**src/rtl/key_event_ctrl.sv**
```systemverilog
// key_event_ctrl: PS/2 scan-code sequencer tracking F0/E0 prefixes and matching four keys.
// Optional feature: define KEY_EVENT_EXT_EN to decode E0-extended keys and honour EXT_MASK.
module key_event_ctrl #(
    parameter logic [7:0]  KEY0     = 8'h3C,
    parameter logic [7:0]  KEY1     = 8'h1C,
    parameter logic [7:0]  KEY2     = 8'h23,
    parameter logic [7:0]  KEY3     = 8'h2D,
    parameter logic [3:0]  EXT_MASK = 4'b0000,
    parameter logic [15:0] TIMEOUT  = 16'd50000
) (
    input  logic       clock,
    input  logic       reset,
    input  logic [7:0] rx_data,
    input  logic       rx_valid,
    input  logic [3:0] flag_clr,
    output logic [3:0] key_down,
    output logic [3:0] key_press,
    output logic [3:0] key_flag,
    output logic       err
);
    typedef enum logic [1:0] {IDLE, BRK, EXT, EXT_BRK} state_t;
    localparam logic [3:0][7:0] KEYS = {KEY3, KEY2, KEY1, KEY0};
`ifdef KEY_EVENT_EXT_EN
    localparam logic [3:0] XMASK = EXT_MASK;
`else
    localparam logic [3:0] XMASK = EXT_MASK & 4'b0000;
`endif
    state_t      state, state_nx;
    logic [15:0] cnt;
    logic        is_f0, is_e0, code_ev, brk, ext, perr, tmo;
    logic [3:0]  hit, make, brk_hit, press_nx;
    assign is_f0 = rx_data == 8'hF0;
    assign is_e0 = rx_data == 8'hE0;
    // Counter holds cycles-since-byte minus one, so err lands TIMEOUT cycles after the byte.
    assign tmo   = state != IDLE && cnt == TIMEOUT - 16'd2;
    always_ff @(posedge clock)
        if (reset) begin
            state <= IDLE;
            cnt   <= '0;
        end else begin
            state <= state_nx;
            cnt   <= (rx_valid || state_nx == IDLE) ? '0 : cnt + 16'd1;
        end
    always_comb begin
        state_nx = state;
        code_ev  = 1'b0;
        brk      = 1'b0;
        ext      = 1'b0;
        perr     = 1'b0;
        if (rx_valid) begin
            case (state)
                IDLE: begin
                    if (is_f0) state_nx = BRK;
`ifdef KEY_EVENT_EXT_EN
                    else if (is_e0) state_nx = EXT;
`else
                    else if (is_e0) state_nx = IDLE;
`endif
                    else code_ev = 1'b1;
                end
                BRK: begin
                    state_nx = IDLE;
                    perr     = is_f0 || is_e0;
                    code_ev  = !(is_f0 || is_e0);
                    brk      = 1'b1;
                end
`ifdef KEY_EVENT_EXT_EN
                EXT: begin
                    state_nx = is_f0 ? EXT_BRK : IDLE;
                    perr     = is_e0;
                    code_ev  = !(is_f0 || is_e0);
                    ext      = 1'b1;
                end
                EXT_BRK: begin
                    state_nx = IDLE;
                    perr     = is_f0 || is_e0;
                    code_ev  = !(is_f0 || is_e0);
                    brk      = 1'b1;
                    ext      = 1'b1;
                end
`endif
                default: state_nx = IDLE;
            endcase
        end else if (tmo) begin
            state_nx = IDLE;
            perr     = 1'b1;
        end
    end
    always_comb begin
        hit = '0;
        for (int i = 0; i < 4; i++)
            hit[i] = code_ev && rx_data == KEYS[i] && ext == XMASK[i];
        make     = brk ? 4'b0000 : hit;
        brk_hit  = brk ? hit : 4'b0000;
        press_nx = make & ~key_down;
    end
    always_ff @(posedge clock)
        if (reset) begin
            key_down  <= '0;
            key_press <= '0;
            key_flag  <= '0;
            err       <= 1'b0;
        end else begin
            key_down  <= (key_down | make) & ~brk_hit;
            key_press <= press_nx;
            key_flag  <= (key_flag & ~flag_clr) | press_nx;
            err       <= perr;
        end
endmodule

```
**config.mk**
```make
export PLATFORM = sky130hd
export DESIGN_NAME = key_event_ctrl
export DESIGN_NICKNAME = d
export VERILOG_FILES = /design/src/rtl/key_event_ctrl.sv
export SDC_FILE = /design/constraint.sdc
export NUM_CORES = 1
export LEC_CHECK = 0
export ABC_AREA = 1
export CAP_MARGIN = 20
export CORE_MARGIN = 2
export CORE_UTILIZATION = 56
export CTS_BUF_LIST = sky130_fd_sc_hd__clkbuf_4 sky130_fd_sc_hd__clkbuf_8 sky130_fd_sc_hd__clkbuf_16
export DETAILED_ROUTE_END_ITERATION = 12
export GPL_ROUTABILITY_DRIVEN = 0
export PLACE_DENSITY_LB_ADDON = 0.25
export SYNTH_ARGS = -nofsm -noshare
export SYNTH_HDL_FRONTEND = slang
export SYNTH_SLANG_ARGS = --single-unit
```
**constraint.sdc**
```tcl
create_clock -name clock -period 4.3 [get_ports clock]
set_clock_uncertainty 0.1 [all_clocks]
set_input_delay 0.645 -clock clock [delete_from_list [all_inputs] [get_ports clock]]
set_output_delay 0.645 -clock clock [all_outputs]
set_load 0.1 [all_outputs]
```
==> impl_results.html <==
<table>
<tr><th>Metric</th><th>Value</th></tr>
<tr><th colspan="2">CTS</th></tr>
<tr><td>Buffers from clock root to sink, at most</td><td>2</td></tr>
<tr><td>Resize count post-CTS</td><td>0</td></tr>
<tr><td>CTS Buf Count</td><td>5</td></tr>
<tr><td>CTS sink cnt</td><td>31</td></tr>
<tr><td>Clock tree from TritonCTS</td><td>done</td></tr>
<tr><td>Source-to-sink clock delay at the later pin of the worst-skew pair</td><td>0.34 ns</td></tr>
<tr><td>Clock transition at the registers of the reported paths</td><td>0.09 ns</td></tr>
<tr><td>Total number of H-tree levels</td><td>2</td></tr>
<tr><td>CTS root buffer</td><td>clkbuf_4</td></tr>
<tr><td>Post-CTS setup buffer count</td><td>0</td></tr>
<tr><td>Count of hold-fix buffers inserted at cts</td><td>0</td></tr>
<tr><th colspan="2">Critical path</th></tr>
<tr><td>Slowest library cell on the worst path</td><td>clkdlybuf4s50_1</td></tr>
<tr><td>Kind of cell adding the most delay to the critical path</td><td>buffers and inverters</td></tr>
<tr><td>Critical path start-end classification</td><td>reg -&gt; out</td></tr>
<tr><td>Element type at the critical path start</td><td>flop</td></tr>
<tr><td>Buffers &amp; Inverters on Critical Path</td><td>1</td></tr>
<tr><td>Type of element capturing the critical path</td><td>output port</td></tr>
<tr><td>List of cells traversed by the critical path</td><td>clkdlybuf4s50_1</td></tr>
<tr><td>Critical path arrival</td><td>1.88 ns</td></tr>
<tr><td>Critical path peak fanout</td><td>4</td></tr>
<tr><td>Maximum cell stage delay along the critical path</td><td>1.15 ns</td></tr>
<tr><td>Worst Path Required</td><td>3.56 ns</td></tr>
<tr><th colspan="2">Detailed routing</th></tr>
<tr><td>Routed WL</td><td>3207 microns</td></tr>
<tr><td>Number of design-rule violations left by the first detailed-router iteration</td><td>37</td></tr>
<tr><td>First-pass DRT Iterations</td><td>4</td></tr>
<tr><td>Remaining DRCs</td><td>0</td></tr>
<tr><td>Antenna Violating Nets Remaining</td><td>0</td></tr>
<tr><td>Routed via count</td><td>1469</td></tr>
<tr><td>Routed wire per std cell</td><td>11.02 microns</td></tr>
<tr><td>Average via count per standard cell</td><td>5.048</td></tr>
<tr><th colspan="2">STA</th></tr>
<tr><td>Pin slew with the least headroom to its limit</td><td>0.9686 ns</td></tr>
<tr><td>Total setup violations reported at the end of the flow</td><td>0</td></tr>
<tr><td>Setup repair after global routing missed its margin</td><td>no</td></tr>
<tr><td>Pins over their slew limit</td><td>0</td></tr>
<tr><td>Number of hold violations in the final report</td><td>0</td></tr>
<tr><td>Final Cycle Share</td><td>61.09%</td></tr>
<tr><td>Min Tclk post-route</td><td>2.627 ns</td></tr>
<tr><td>Total Neg Setup Slack</td><td>0 ns</td></tr>
<tr><td>Relative slew slack</td><td>35.23%</td></tr>
<tr><td>Highest attainable clock frequency</td><td>380.7 MHz</td></tr>
<tr><th colspan="2">Die</th></tr>
<tr><td>Top Ports</td><td>28</td></tr>
<tr><td>Area of the die</td><td>3354 sq um</td></tr>
<tr><td>Starting utilization of the core area</td><td>59.03%</td></tr>
<tr><td>Placement row count</td><td>19</td></tr>
<tr><td>Horizontal die dimension</td><td>57.92 microns</td></tr>
<tr><td>Core area</td><td>2758 sq um</td></tr>
<tr><td>Die height</td><td>57.92 microns</td></tr>
<tr><th colspan="2">Power and ir drop</th></tr>
<tr><td>Leak</td><td>0.7186 nW</td></tr>
<tr><td>Largest voltage drop on the vdd net</td><td>0.2308 mV</td></tr>
<tr><td>Areal power density over the cells</td><td>248.4 nW/um^2</td></tr>
<tr><td>Final Total Pwr</td><td>0.4914 mW</td></tr>
<tr><th colspan="2">Synth</th></tr>
<tr><td>Synthesized net count</td><td>244</td></tr>
<tr><td>Sequential fraction of the synthesis area</td><td>38.12%</td></tr>
<tr><td>Synthesis-stage register bit count</td><td>31</td></tr>
<tr><td>Number of unique standard cell types used by synthesis</td><td>23</td></tr>
<tr><td>Synthesized area divided by synthesized cell count</td><td>7.171 sq um</td></tr>
<tr><td>Cells after synthesis</td><td>227</td></tr>
<tr><td>Number of warnings issued by yosys</td><td>0</td></tr>
<tr><td>Cell Area, Synth</td><td>1628 sq um</td></tr>
<tr><th colspan="2">Layout</th></tr>
<tr><td>Final design utilization</td><td>71.73%</td></tr>
<tr><td>Area growth syn-to-layout</td><td>21.52%</td></tr>
<tr><td>Antenna fix cells</td><td>0</td></tr>
<tr><td>Number of nets in the layout</td><td>277</td></tr>
<tr><td>Fraction of layout cells with a size suffix above 1</td><td>13.46%</td></tr>
<tr><td>Most frequent cells in the layout</td><td>39 x nand2_1, 39 x nor2_1, 31 x dfxtp_1, 28 x inv_1, 27 x clkdlybuf4s50_1</td></tr>
<tr><th colspan="2">Placed design</th></tr>
<tr><td>Number of port buffers</td><td>27</td></tr>
<tr><td>Total half-perimeter wirelength after legalization and detailed placement</td><td>2386 microns</td></tr>
<tr><th colspan="2">Status</th></tr>
<tr><td>Result of the run</td><td>complete, no violations</td></tr>
<tr><th colspan="2">Global routing</th></tr>
<tr><td>Antenna violations before repair</td><td>0</td></tr>
<tr><td>M1 GR Usage</td><td>29.69%</td></tr>
<tr><td>Layer with the highest usage after global routing</td><td>met2</td></tr>
<tr><td>GRT Util Overall</td><td>21.52%</td></tr>
<tr><td>M3 GR Usage</td><td>6.696%</td></tr>
<tr><td>Overflow after GRT</td><td>0</td></tr>
<tr><td>First-pass GRT wire length</td><td>5485 microns</td></tr>
<tr><td>Maximum number of pins on one net before global-route repair</td><td>17</td></tr>
<tr><td>GR Layer Usage met2</td><td>31.17%</td></tr>
<tr><td>Vias in the first global route</td><td>1280</td></tr>
<tr><th colspan="2">Worst hold path</th></tr>
<tr><td>Worst min path class</td><td>reg -&gt; reg</td></tr>
<tr><th colspan="2">Flow run</th></tr>
<tr><td>Total of max-cap violations</td><td>0</td></tr>
</table>
-- through the flow --
step           std cells  hold slack, ns  instance area [sq um]  worst slack, ns
5_1_grt              291          0.3944                   1978            1.625
6_report             291          0.3719                   1978            1.673
2_1_floorplan        227          0.3407                   1628            2.604
3_5_place_dp         284          0.3581                   1922            2.027
4_1_cts              291          0.3752                   1978            1.652
3_3_place_gp         284          0.3550                   1922            2.039
-- per-layer routing --
layer	vias to the layer above	part of all wire [%]	routed length, microns
li1	781	-	-
met1	649	51	1631
met2	33	42	1351
met3	6	5.0	161
met4	0	1.9	62
met5	-	0	0
-- path summary, 6_finish.rpt --
check	slack [ns]	start	endpoint	cells past startpoint
setup reg to reg	2.74	cnt[0]$_SDFF_PP0_	cnt[14]$_SDFF_PP0_	8
hold reg to reg	0.37	key_flag[0]$_SDFF_PP0_	key_flag[0]$_SDFF_PP0_	2
setup / recovery	1.67	flop	key_down[1]	1
hold / removal	0.37	key_flag[0]$_SDFF_PP0_	key_flag[0]$_SDFF_PP0_	2
-- where the power goes --
part / switching [mW] / leakage [nW] / total, mW / internal [mW]
sequential: 0.000123 / 0.250 / 0.287 / 0.287
combinational: 0.0139 / 0.435 / 0.0291 / 0.0152
clock: 0.0996 / 0.0341 / 0.175 / 0.0756
-- cells in the mapped netlist, drive strengths merged --
cell / instances / area share, %
dfxtp: 31 / 38
or2: 3 / 1.2
clkinv: 1 / 0.23
nand4: 12 / 4.6
xnor2: 2 / 1.1
o211ai: 1 / 0.77
nand3: 16 / 4.9
nor3: 7 / 2.5
nand3b: 4 / 1.8
o21ai: 4 / 1.2
a21oi: 4 / 1.2
inv: 30 / 6.9
ha: 2 / 1.5
nand2: 43 / 11
xor2: 10 / 5.4
buf: 1 / 0.92
nor2: 56 / 16
-- cell type report --
cell class	count	area, sq um
multi-input combinational	164	875.8
fill	237	779.5
sequential	31	620.6
timing repair buffer	27	270.3
inverter	31	116.4
clock buffer	6	51.30
tap	31	38.79
clock inverter	1	5.005
-- cells by family (layout without fill, tap and decap cells) --
kind of cell               Yosys count  in the layout  synth area share [%]
and+or+nand+nor                    141            141                 42.58
buffers and inverters               32             65                 8.070
DFF                                 31             31                 38.12
xor gates and xnor gates            12             12                 6.457
AOI/OAI and AO/OA                    9              9                 3.228
adders and majority gates            2              2                 1.537
No activity file was read; power rests on OpenSTA's default activity.
